### src/rtl/axi_arbiter_pkg.sv
// Shared widths, AXI request codes and arbiter enums for the icache/dcache to AXI bridge path.
`ifndef CACHE_SVH
`define CACHE_SVH
`define ADDRESS_WIDTH   32
`define DATA_WIDTH      32
`define BLOCK_WIDTH     256
`define AXI_STRB_WIDTH  4
`define AXI_REQ_WIDTH   3
`endif

package axi_arbiter_pkg;

    localparam int ADDR_W  = `ADDRESS_WIDTH;
    localparam int DATA_W  = `DATA_WIDTH;
    localparam int BLOCK_W = `BLOCK_WIDTH;
    localparam int STRB_W  = `AXI_STRB_WIDTH;
    localparam int REQ_W   = `AXI_REQ_WIDTH;

    typedef logic [REQ_W-1:0] axi_req_t;

    localparam axi_req_t REQ_TO_AXI_NONE        = 3'd0;
    localparam axi_req_t REQ_TO_AXI_LOAD_WORD   = 3'd1;
    localparam axi_req_t REQ_TO_AXI_WRITE_WORD  = 3'd2;
    localparam axi_req_t REQ_TO_AXI_LOAD_BLOCK  = 3'd3;
    localparam axi_req_t REQ_TO_AXI_WRITE_BLOCK = 3'd4;

    typedef enum logic [1:0] {
        IDLE  = 2'd0,
        ISSUE = 2'd1,
        WAIT  = 2'd2
    } arb_state_t;

    typedef enum logic {
        ARB_ICACHE = 1'b0,
        ARB_DCACHE = 1'b1
    } arb_owner_t;

endpackage

### src/rtl/axi_arbiter.sv
// Two-client (icache/dcache) arbiter in front of the single AXI bridge: one grant per
// bridge transaction, alternating priority on conflict, finish routed back to the owner.
module axi_arbiter
    import axi_arbiter_pkg::*;
(
    input  logic               clk,
    input  logic               rstn,
    input  logic [REQ_W-1:0]   icache_req,
    input  logic [ADDR_W-1:0]  icache_ad,
    input  logic [2:0]         icache_rword_en,
    output logic               icache_finish,
    input  logic [REQ_W-1:0]   dcache_req,
    input  logic [ADDR_W-1:0]  dcache_ad,
    input  logic [BLOCK_W-1:0] dcache_wblock,
    input  logic [DATA_W-1:0]  dcache_wword,
    input  logic [STRB_W-1:0]  dcache_wword_en,
    input  logic [2:0]         dcache_rword_en,
    output logic               dcache_finish,
    output logic [BLOCK_W-1:0] rblock,
    output logic [DATA_W-1:0]  rword,
    output logic [REQ_W-1:0]   bridge_req,
    output logic [ADDR_W-1:0]  bridge_ad,
    output logic [BLOCK_W-1:0] bridge_wblock,
    output logic [DATA_W-1:0]  bridge_wword,
    output logic [STRB_W-1:0]  bridge_wword_en,
    output logic [2:0]         bridge_rword_en,
    input  logic               bridge_ready,
    input  logic               bridge_task_finish,
    input  logic [BLOCK_W-1:0] bridge_rblock,
    input  logic [DATA_W-1:0]  bridge_rword
);

    arb_state_t state, state_next;
    arb_owner_t owner, last_grant, winner;
    axi_req_t   req_q;
    logic       icache_pending, dcache_pending, grant;

    // Icache write codes are illegal and simply never count as pending.
    assign icache_pending = (icache_req == REQ_TO_AXI_LOAD_WORD) ||
                            (icache_req == REQ_TO_AXI_LOAD_BLOCK);
    assign dcache_pending = (dcache_req != REQ_TO_AXI_NONE);
    assign grant  = (state == IDLE) && bridge_ready && (icache_pending || dcache_pending);
    assign winner = (dcache_pending && (!icache_pending || last_grant == ARB_ICACHE))
                  ? ARB_DCACHE : ARB_ICACHE;

    always_ff @(posedge clk or negedge rstn) begin
        if (!rstn) state <= IDLE;
        else       state <= state_next;
    end

    always_comb begin
        state_next = state;
        unique case (state)
            IDLE:    if (grant) state_next = ISSUE;
            ISSUE:   state_next = WAIT;
            WAIT:    if (bridge_task_finish) state_next = IDLE;
            default: state_next = IDLE;
        endcase
    end

    // The bridge samples wword/wblock live after taking the request, so the payload
    // registers only change at a grant edge and stay frozen through WAIT.
    always_ff @(posedge clk or negedge rstn) begin
        if (!rstn) begin
            owner           <= ARB_ICACHE;
            last_grant      <= ARB_ICACHE;
            req_q           <= REQ_TO_AXI_NONE;
            bridge_ad       <= '0;
            bridge_rword_en <= '0;
            bridge_wblock   <= '0;
            bridge_wword    <= '0;
            bridge_wword_en <= '0;
        end else if (grant) begin
            owner      <= winner;
            last_grant <= winner;
            if (winner == ARB_DCACHE) begin
                req_q           <= dcache_req;
                bridge_ad       <= dcache_ad;
                bridge_rword_en <= dcache_rword_en;
                bridge_wblock   <= dcache_wblock;
                bridge_wword    <= dcache_wword;
                bridge_wword_en <= dcache_wword_en;
            end else begin
                req_q           <= icache_req;
                bridge_ad       <= icache_ad;
                bridge_rword_en <= icache_rword_en;
                bridge_wblock   <= '0;
                bridge_wword    <= '0;
                bridge_wword_en <= '0;
            end
        end
    end

    // NOTE: finish is decoded from state, not registered, so it lands in the same
    // cycle as bridge_task_finish and an async reset clears it without a clock edge.
    always_comb begin
        bridge_req    = REQ_TO_AXI_NONE;
        icache_finish = 1'b0;
        dcache_finish = 1'b0;
        if (state == ISSUE) bridge_req = req_q;
        if (state == WAIT && bridge_task_finish) begin
            icache_finish = (owner == ARB_ICACHE);
            dcache_finish = (owner == ARB_DCACHE);
        end
    end

    assign rblock = bridge_rblock;
    assign rword  = bridge_rword;

endmodule

### config.mk
export PLATFORM = sky130hd
export DESIGN_NAME = axi_arbiter
export DESIGN_NICKNAME = d
export VERILOG_FILES = /design/src/rtl/axi_arbiter_pkg.sv /design/src/rtl/axi_arbiter.sv
export SDC_FILE = /design/constraint.sdc
export NUM_CORES = 1
export LEC_CHECK = 0
export CORE_AREA = 2 2 504 506
export CTS_BUF_LIST = sky130_fd_sc_hd__clkbuf_16
export CTS_CLUSTER_SIZE = 24
export DETAILED_ROUTE_END_ITERATION = 10
export DIE_AREA = 0 0 506 508
export GPL_TIMING_DRIVEN = 0
export SLEW_MARGIN = 20
export SYNTH_ARGS = -nofsm -noshare
export SYNTH_HDL_FRONTEND = slang
export SYNTH_SLANG_ARGS = --single-unit
### constraint.sdc
create_clock -name clk -period 1.5 [get_ports clk]
set_clock_uncertainty 0.05 [all_clocks]
set_input_delay 0.225 -clock clk [delete_from_list [all_inputs] [get_ports clk]]
set_output_delay 0.225 -clock clk [all_outputs]
set_load 0.05 [all_outputs]
[After elaboration in Yosys (flattened, before gate mapping)]
Cells that the tools add are included.
Storage, ports and cells
  bits in registers: 333
  input bits: 660
  output and inout bits: 620
  logic and storage cells: 39
Cells by class
  equality and inequality tests: 6
  mux-type cells: 13
  bitwise logic cells: 1
  reduce and logical (&&, ||, !) cells: 11
Operators with widths (number)
  256-bit 2-to-1 mux: 1
  32-bit 2-to-1 mux: 2
  3-bit 2-to-1 mux: 3
  2-bit case mux with 3 select lines: 1
  1-bit logical AND: 4
  2-bit 2-to-1 mux: 2
  4-bit 2-to-1 mux: 1
  2-bit != test, second input constant: 2
  3-bit by 1-bit == test with 1-bit output, second input constant: 1
  3-bit by 2-bit == test with 1-bit output, second input constant: 1
  1-bit logical OR: 3
  1-bit 2-to-1 mux: 3
  3-bit nonzero test: 1
  2-bit by 1-bit == test with 1-bit output, second input constant: 1
  2-bit == test, second input constant: 1
  2-bit zero test: 1
  2-bit AND reduction: 1
  1-bit zero test: 1
  1-bit inverter: 1

[Logic depth before layout (Yosys ltp)]
Gate-level depths: netlist of run 1.
  depth in word-level cells: 7
  mapped depth: 6
  gate-level depth less buffers: 4

[Worst setup path after synthesis of run 1]
No wires, ideal clock.
  path kind: register to register
  from: reg state[1]
  to: reg bridge_wblock[0]
  setup time: 121 ps
  data arrival time: 1443 ps
  data required time: 1329 ps
  slack: -114 ps
  stages on the path, launching flop included: 6
  path buffers: 2
  clock period less this slack: 1614 ps
  cell sequence: dfrtp_1 nor3b_1 o21ai_4 buf_2 buf_2 a22o_1
Between the ends
  cells in the longest elaborated chain, start to end: 3
Ends and longest elaborated chain
  from (decl): RTL line axi_arbiter.sv:33  | arb_state_t state, state_next;
  from (signal assigned): RTL line axi_arbiter.sv:48  | else state <= state_next;
  2-bit zero test: RTL line axi_arbiter.sv:42  | assign grant = (state == IDLE) && bridge_ready && (icache_pending || dcache_pending);
  1-bit logical AND (2 in a row): RTL line axi_arbiter.sv:42
  to (signal assigned): RTL line axi_arbiter.sv:80  | bridge_wblock <= dcache_wblock;
  to (decl): RTL line axi_arbiter.sv:23  | output logic [BLOCK_W-1:0] bridge_wblock,
No other way between the ends.
A chain may end at the register's enable or synchronous reset.

[Final worst setup path of run 1]
  from: reg state[0]
  to: reg bridge_wblock[69]
The elaborated chain is that of the path after synthesis.

==> impl_metrics.json, run 1 <==
{
  "ys_seq_area_frac": 0.585,
  "initial_core_util": 0.0564,
  "clock_latency_ns": 0.66,
  "powerDensity_mw_per_mm2": 2460,
  "stdcell_area_mm2": 0.0359,
  "cts_tree": "built",
  "maxSlewHeadroom": 0.411,
  "numCtsBuffers": 44,
  "drtIter0Drc": 1031,
  "max_slew.worst_pin.slew_ns": 0.858,
  "startpoint_type": "flop",
  "grt_pass1_wl_um": 208000,
  "drt_first_pass_iters": 5,
  "period_share": 1.32,
  "core_mm2": 0.252,
  "finalWirelength_um": 176000,
  "die-width_um": 506,
  "final.setup.tns_ns": -136.19,
  "layout_common_cells": "clkdlybuf4s50_1, buf_4, dfrtp_1",
  "io_buffer_count": 991,
  "overflow": 0,
  "post-place-ws_ns": -1.65,
  "postSynthAreaPerCell_um2": 12.7,
  "clock_tree.root_cell": "clkbuf_16",
  "die_area_mm2": 0.257,
  "ys_ff_latch": 333,
  "track_usage": 0.129,
  "area_delta_synth_final_pct": 152,
  "violations": "negative hold slack, negative setup slack",
  "wl_per_cell_um": 29.9,
  "syn-cell-area_mm2": 0.0142,
  "cts.sinks": 333,
  "rsz0062_at_grt": "yes",
  "status": "finished, violations left",
  "dp_hpwl_um": 151000,
  "ir_drop_mv": 1.25,
  "fmax_ghz": 0.504,
  "die_y_um": 508,
  "synth_nets": 1782,
  "setup_violations": 545,
  "crit_fanout": 6,
  "setup_ws_ns": -0.485,
  "drive_gt1_frac": 0.469,
  "p_total_mw": 88.1,
  "drc": 0,
  "vias_per_cell": 2.76,
  "cts.clk_slew.worst_paths_ns": 0.06,
  "placed_area_mm2": 0.0285,
  "cp_cell_sequence": "nor3b_4 -> o21ai_4 -> buf_12 -> buf_16 -> buf_12 -> buf_16 -> a22o_1",
  "max_stage_delay_ns": 0.45,
  "vias": 16200,
  "grt_max_degree": 91,
  "hold_viol": 96,
  "maxCapViolCount": 0,
  "power_leakage_nw": 15.3,
  "rows": 185,
  "end_kind": "flop",
  "final_common_cell": "clkdlybuf4s50_1",
  "clockBufferDepth": 3,
  "arrival_ns": 2.48,
  "antenna_found_initial": 164,
  "crit_type": "reg -> reg",
  "crit_slowest_cell": "dfrtp_2",
  "ys_warn_count": 0,
  "cts-htree-levels": 2,
  "grt_pass1_vias": 16200,
  "hold_path_class": "in -> async",
  "cp.required_ns": 1.99,
  "fin_crit_ns": 1.99,
  "timing.hold.ws_ns": -0.564,
  "syn_inst": 1122,
  "nets": 3100,
  "synth_cell_types": 22,
  "drv_slew": 0,
  "ios": 1280,
  "ant_nets": 0,
  "gp_congestion": 1.20
}
[layout make-up]
class | count | area, um2
Sequential cell | 333 | 8370
Buffer | 360 | 3210
Antenna cell | 44 | 110
Multi-Input combinational cell | 423 | 3830
Fill cell | 28200 | 216000
Timing Repair Buffer | 1276 | 14600
Clock inverter | 37 | 389
Tap cell | 3366 | 4210
Clock buffer | 44 | 1100
Inverter | 2 | 7.51
[state kept, by name (all words and copies together) (netlist names)]
| name | flops |
|---|---|
| req_q | 3 |
| bridge_rword_en | 3 |
| state | 2 |
| bridge_wword | 32 |
| bridge_ad | 32 |
| bridge_wword_en | 4 |
| bridge_wblock | 256 |
| last_grant | 1 |
[path summary, 6_finish.rpt]
path                                       from                             end  slack (ns)  depth (start not counted)
setup / recovery           state[0]$_DFFE_PN0P_   bridge_wblock[69]$_DFFE_PN0P_       -0.49                          7
min in group clk             dcache_wblock[201]  bridge_wblock[201]$_DFFE_PN0P_        0.12                          2
setup reg to reg           state[0]$_DFFE_PN0P_   bridge_wblock[69]$_DFFE_PN0P_       -0.49                          7
hold reg to reg            req_q[2]$_DFFE_PN0P_            req_q[2]$_DFFE_PN0P_        0.48                          1
hold / removal                             rstn   bridge_wblock[49]$_DFFE_PN0P_       -0.56                          1
max in group asynchronous                  rstn       bridge_ad[24]$_DFFE_PN0P_        0.27                          4
[what timing repair did]
action                                   CTS  global route
hold endpoints to repair                  96            96
endpoints found under the setup margin   702           670
pin swaps                                197           148
setup buffers                            189            58
resized for setup                       2819           166
gates cloned                              43             7
[metrics by stage]
stage          instances  utilization
2_1_floorplan       1122            -
3_5_place_dp        5485        0.113
4_1_cts             5795        0.138
5_1_grt             5856        0.142
6_report            5885        0.142
3_3_place_gp        5479        0.113
[per-layer routing]
metal	track usage	vias to the layer above	share of wire
li1	-	6477	-
met1	0.142	7870	0.37
met2	0.204	1336	0.44
met3	0.0779	439	0.14
met4	0.0457	108	0.042
met5	0.00574	-	0.0065
[kinds of logic (layout without fill, tap and decap cells)]
| kind of cell | after synthesis | count (layout) | synth area share |
|---|---|---|---|
| buffers and inverters | 366 | 1719 | 0.177 |
| other | 0 | 44 | 0 |
| AO/OA/AOI/OAI | 334 | 334 | 0.196 |
| multiplexers | 35 | 35 | 0.0246 |
| AND/OR/NAND/NOR | 54 | 54 | 0.0165 |
| flip-flops | 333 | 333 | 0.585 |
[critical path: cells and delay by family (launching register included)]
family / cells / cell delay, ns
and+or+nand+nor: 1 / 0.29
buffers and inverters: 4 / 0.63
AOI/OAI and AO/OA: 2 / 0.39
DFF: 1 / 0.45
[power by group]
group	total (mW)	switching, mW	internal, mW
registers	18.5	4.89	13.6
clock network	11.5	5.02	6.46
logic	58.2	34.0	24.2
[cells in the mapped netlist]
master	count	area share
nor2b_1	3	0.0013
o21ai_0	6	0.0021
and2_1	3	0.0013
nor2_1	4	0.0011
mux2i_1	35	0.025
dfrtp_1	333	0.59
a22o_1	292	0.18
nand2_1	40	0.011
nand3b_1	1	0.00053
buf_2	45	0.016
a32o_1	1	0.00070
nor3b_1	1	0.00053
inv_1	2	0.00053
a22oi_1	1	0.00053
buf_1	4	0.0011
and3_1	1	0.00044
o21ai_1	31	0.011
or3_4	1	0.00079
o21ai_4	1	0.0011
a21o_1	2	0.0011
clkbuf_1	23	0.0061
buf_4	292	0.15
Note: power is estimated with default switching activity, not from simulation.
==> run 2, diff against run 1 <==
CTS_BUF_LIST = default   (was sky130_fd_sc_hd__clkbuf_16)
CTS_CLUSTER_SIZE = 14   (was 24)
==> impl_metrics.json, run 2 (same netlist as run 1, synthesis figures left out) <==
{
  "drtIter0Drc": 1089,
  "reg_top3": "bridge_wblock x256, bridge_ad x32, bridge_wword x32",
  "hold_path_class": "in -> async",
  "nets": 3092,
  "max_slew.worst_pin.slew_ns": 0.871,
  "wl_per_cell_um": 29.8,
  "numCtsBuffers": 44,
  "cts_tree": "built",
  "grt_pass1_vias": 16100,
  "hold_viol": 96,
  "antenna_found_initial": 163,
  "r2r_start": "state[0]$_DFFE_PN0P_",
  "powerDensity_mw_per_mm2": 2470,
  "crit_fanout": 7,
  "initial_core_util": 0.0564,
  "vias": 16100,
  "clock_tree.root_cell": "clkbuf_16",
  "post-place-ws_ns": -1.65,
  "ios": 1280,
  "dr_wl_met3_um": 24200,
  "met1_length_um": 64700,
  "final_util": 0.141,
  "fillerInstances": 28200,
  "drt_first_pass_iters": 5,
  "maxSlewHeadroom": 0.403,
  "area_delta_synth_final_pct": 151,
  "clockBufferDepth": 3,
  "fin_crit_ns": 2.01,
  "drc": 0,
  "status": "finished, violations left",
  "cts-htree-levels": 2,
  "cp.required_ns": 1.98,
  "period_share": 1.34,
  "setup_ws_ns": -0.509,
  "multi_input_area_mm2": 0.00374,
  "rows": 185,
  "wl_met2_um": 76900,
  "grt_max_degree": 91,
  "final.setup.tns_ns": -131.60,
  "crit_type": "reg -> reg",
  "vias_per_cell": 2.74,
  "core_mm2": 0.252,
  "final_common_cell": "clkdlybuf4s50_1",
  "track_usage": 0.130,
  "finalWirelength_um": 175000,
  "die_area_mm2": 0.257,
  "regMostFlops": "bridge_wblock",
  "maxCapViolCount": 0,
  "largest_reg_flops": 256,
  "violations": "negative hold slack, negative setup slack",
  "top_layer": "met5",
  "power_leakage_nw": 15.2,
  "cts.clk_slew.worst_paths_ns": 0.06,
  "reg2regPathDepth": 7,
  "startpoint_type": "flop",
  "crit_start": "state[0]$_DFFE_PN0P_",
  "cts.sinks": 333,
  "die-width_um": 506,
  "end_kind": "flop",
  "seqCellArea_mm2": 0.00837,
  "ir_drop_mv": 1.27,
  "grt_pass1_wl_um": 208000,
  "arrival_ns": 2.49,
  "clock_latency_ns": 0.67,
  "fmax_ghz": 0.498,
  "final_cells": 5878,
  "io_buffer_count": 991,
  "die_y_um": 508,
  "ant_nets": 0,
  "drv_slew": 0,
  "layout_common_cells": "clkdlybuf4s50_1, buf_4, dfrtp_1",
  "dp_hpwl_um": 151000,
  "setup_violations": 549,
  "gp_congestion": 1.20,
  "drive_gt1_frac": 0.466,
  "rsz0062_at_grt": "yes",
  "timing.hold.ws_ns": -0.565,
  "post-place-cells": 5485,
  "overflow": 0
}
## run 2: final timing paths
check	slack [ns]	endpoint
min reg2reg	0.48	bridge_wblock[127]$_DFFE_PN0P_
max in group asynchronous	0.28	bridge_ad[24]$_DFFE_PN0P_
min	-0.56	bridge_wblock[49]$_DFFE_PN0P_
max reg2reg	-0.51	bridge_wblock[82]$_DFFE_PN0P_
min in group clk	0.11	bridge_wblock[201]$_DFFE_PN0P_
max	-0.51	bridge_wblock[82]$_DFFE_PN0P_
## run 2: repair_timing
action | 4_1_cts | 5_1_grt
hold endpoints to repair | 96 | 96
setup buffers | 185 | 56
pin swaps | 189 | 127
resized for setup | 2820 | 149
endpoints found under the setup margin | 702 | 671
gates cloned | 40 | 7
## run 2: critical path, cell delays in order (launching register included)
cell and delay [ns]:
dfrtp_2 0.45, nor3b_4 0.29, o21ai_4 0.18, buf_12 0.20, buf_16 0.18, buf_12 0.14, buf_8 0.12, a22o_1 0.20
## run 2: power by group
part	internal (mW)	total (mW)	switching (mW)
clock network	6.80	11.8	5.04
registers	13.6	18.5	4.90
logic	24.0	57.7	33.8
total	44.3	88.0	43.7
## run 2: through the flow
stage	total power [mW]	instance area, um2	hold slack (ns)
finish	88.0	35700	-0.565
global route	91.0	35600	-0.609
CTS	87.2	34800	-0.650
detailed placement	62.1	28500	0.110
global placement	61.9	28400	0.414
floorplan	39.6	14300	-0.121
## run 2: cell type report
type,instances,share of cell area
diodes,45,0.00316
plain buffers,359,0.0894
clock buffers,55,0.0337
clock inverters,26,0.00975
inverters,2,0.000210
multi-input cells,423,0.105
flip-flops and latches,333,0.234
well taps,3366,0.118
repair buffers,1269,0.407
## run 2: routing by layer
| metal | up-vias | global-route usage |
|---|---|---|
| li1 | 6481 | - |
| met1 | 7784 | 0.141 |
| met2 | 1306 | 0.203 |
| met3 | 434 | 0.0796 |
| met4 | 106 | 0.0481 |
| met5 | - | 0.0115 |
==> run 3, diff against run 2 <==
REMOVE_ABC_BUFFERS = 1   (was default)
==> impl_metrics.json, run 3 (same netlist as run 1, synthesis figures left out) <==
{
  "clock_tree.root_cell": "clkbuf_16",
  "track_usage": 0.217,
  "initial_core_util": 0.0564,
  "hold_start": "dcache_wblock[98]",
  "p_sw_mw": 40.3,
  "crit_type": "reg -> reg",
  "vias": 15800,
  "power_frac_seq": 0.210,
  "power_frac_clock": 0.152,
  "setup_violations": 775,
  "cts-htree-levels": 2,
  "die-width_um": 506,
  "antenna_found_initial": 264,
  "wl_met2_um": 119000,
  "regMostFlops": "bridge_wblock",
  "io_buffer_count": 703,
  "numCtsBuffers": 50,
  "r2r_end": "bridge_wblock[240]$_DFFE_PN0P_",
  "setup_ws_ns": -0.830,
  "cts.sinks": 333,
  "arrival_ns": 2.83,
  "r2r_start": "state[1]$_DFFE_PN0P_",
  "end_kind": "flop",
  "vias_per_cell": 2.99,
  "cp.required_ns": 2.00,
  "clockBufferDepth": 3,
  "fin_crit_ns": 2.33,
  "drive_gt1_frac": 0.414,
  "swShare": 0.487,
  "powerDensity_mw_per_mm2": 2740,
  "ir_drop_mv": 1.35,
  "met1_length_um": 77300,
  "layout_common_cells": "clkdlybuf4s50_1, dfrtp_1, a22o_1",
  "critPathMostFrequentCell": "buf_16",
  "grt_pass1_vias": 12800,
  "final_util": 0.120,
  "cp_cell_sequence": "nor3b_4 -> o21ai_4 -> clkbuf_16 -> buf_16 -> buf_16 -> buf_16 -> buf_16 -> buf_16 -> buf_16 -> buf_6 -> a22o_1",
  "largest_reg_flops": 256,
  "timing.hold.ws_ns": 0.0930,
  "cts_tree": "built",
  "ant_nets": 0,
  "rsz0062_at_grt": "yes",
  "maxCapViolCount": 0,
  "die_y_um": 508,
  "hold_viol": 0,
  "hold_path_class": "in -> reg",
  "cts.clk_slew.worst_paths_ns": 0.06,
  "violations": "negative setup slack",
  "drt_first_pass_iters": 5,
  "grt_pass1_wl_um": 319000,
  "status": "finished, violations left",
  "p_int_mw": 42.5,
  "whs_path_depth": 2,
  "reg_top3": "bridge_wblock x256, bridge_ad x32, bridge_wword x32",
  "top_layer": "met5",
  "crit_fanout": 10,
  "fmax_ghz": 0.429,
  "post-place-ws_ns": -2.13,
  "grt_max_degree": 73,
  "power_leakage_nw": 12.5,
  "startpoint_type": "flop",
  "finalWirelength_um": 293000,
  "comb_power_share": 0.638,
  "nets": 2500,
  "gp_congestion": 0.898,
  "overflow": 0,
  "placed_area_mm2": 0.0238,
  "ios": 1280,
  "r2r_setup_slack_ns": -0.83,
  "dp_hpwl_um": 252000,
  "worstHoldEndpoint": "bridge_wblock[98]$_DFFE_PN0P_",
  "maxSlewHeadroom": 0.377,
  "crit_buf_inv": 8,
  "reg2regPathDepth": 11,
  "path_delay_family": "buffers and inverters",
  "fillerInstances": 28500,
  "area_delta_synth_final_pct": 112,
  "wl_per_cell_um": 55.7,
  "drc": 0,
  "max_stage_delay_ns": 0.43,
  "max_slew.worst_pin.slew_ns": 0.932,
  "clock_latency_ns": 0.66,
  "drv_slew": 0,
  "p_total_mw": 82.8,
  "crit_slowest_cell": "dfrtp_2",
  "core_mm2": 0.252,
  "stdcell_area_mm2": 0.0302,
  "dr_wl_met3_um": 81200,
  "rows": 185,
  "final_common_cell": "clkdlybuf4s50_1",
  "drtIter0Drc": 1341,
  "period_share": 1.55,
  "die_area_mm2": 0.257
}
run 3: area by class of cell:
cell class | instances | area (um2) | area share
Antenna cell | 28 | 70.1 | 0.00232
Sequential cell | 333 | 8340 | 0.276
Tap cell | 3366 | 4210 | 0.139
Inverter | 2 | 7.51 | 0.000248
Clock inverter | 22 | 248 | 0.00819
Multi-Input combinational cell | 425 | 3570 | 0.118
Clock buffer | 68 | 1440 | 0.0476
Timing Repair Buffer | 1028 | 12400 | 0.408
run 3: what timing repair did:
action,in CTS,in global routing
setup buffers,30,218
gates cloned,21,22
hold endpoints to repair,88,67
hold buffers,6,1
pin swaps,47,138
resized for setup,324,2158
setup endpoints to repair,663,723
run 3: through the flow:
stage               instances  setup TNS, ns
finish                   5272        -291.69
global route             5259        -358.67
CTS                      5007        -452.85
detailed placement       4860        -593.30
global placement         4827              -
floorplan                 758       -3126.65
run 3: how the worst max path moves through the flow:
stage                           start                             end  slack (ns)  cells after the start
2_1_floorplan  last_grant$_DFFE_PN0P_    bridge_wblock[0]$_DFFE_PN0P_      -10.14                      4
3_3_place_gp            icache_req[2]     bridge_wword[1]$_DFFE_PN0P_      -20.22                      5
3_5_place_dp            dcache_req[0]  bridge_wblock[233]$_DFFE_PN0P_       -2.13                     12
4_1_cts          state[0]$_DFFE_PN0P_    bridge_wword[29]$_DFFE_PN0P_       -0.87                     11
5_1_grt          state[1]$_DFFE_PN0P_  bridge_wblock[240]$_DFFE_PN0P_       -0.90                     11
6_report         state[1]$_DFFE_PN0P_  bridge_wblock[240]$_DFFE_PN0P_       -0.83                     11
run 3: power by group through the flow:
stage	combinational [mW]	clock, mW	sequential, mW
2_1_floorplan	4.81	0	27.5
3_3_place_gp	22.9	0	12.9
3_5_place_dp	42.9	0	16.2
4_1_cts	43.9	13.1	16.1
5_1_grt	54.0	13.4	17.8
6_report	52.8	12.6	17.4
run 3: routing by layer:
layer / track usage / vias to the layer above
met1: 0.160 / 7160
met2: 0.313 / 2430
met3: 0.299 / 559
met5: 0.148 / -
met4: 0.0415 / 352
li1: - / 5268
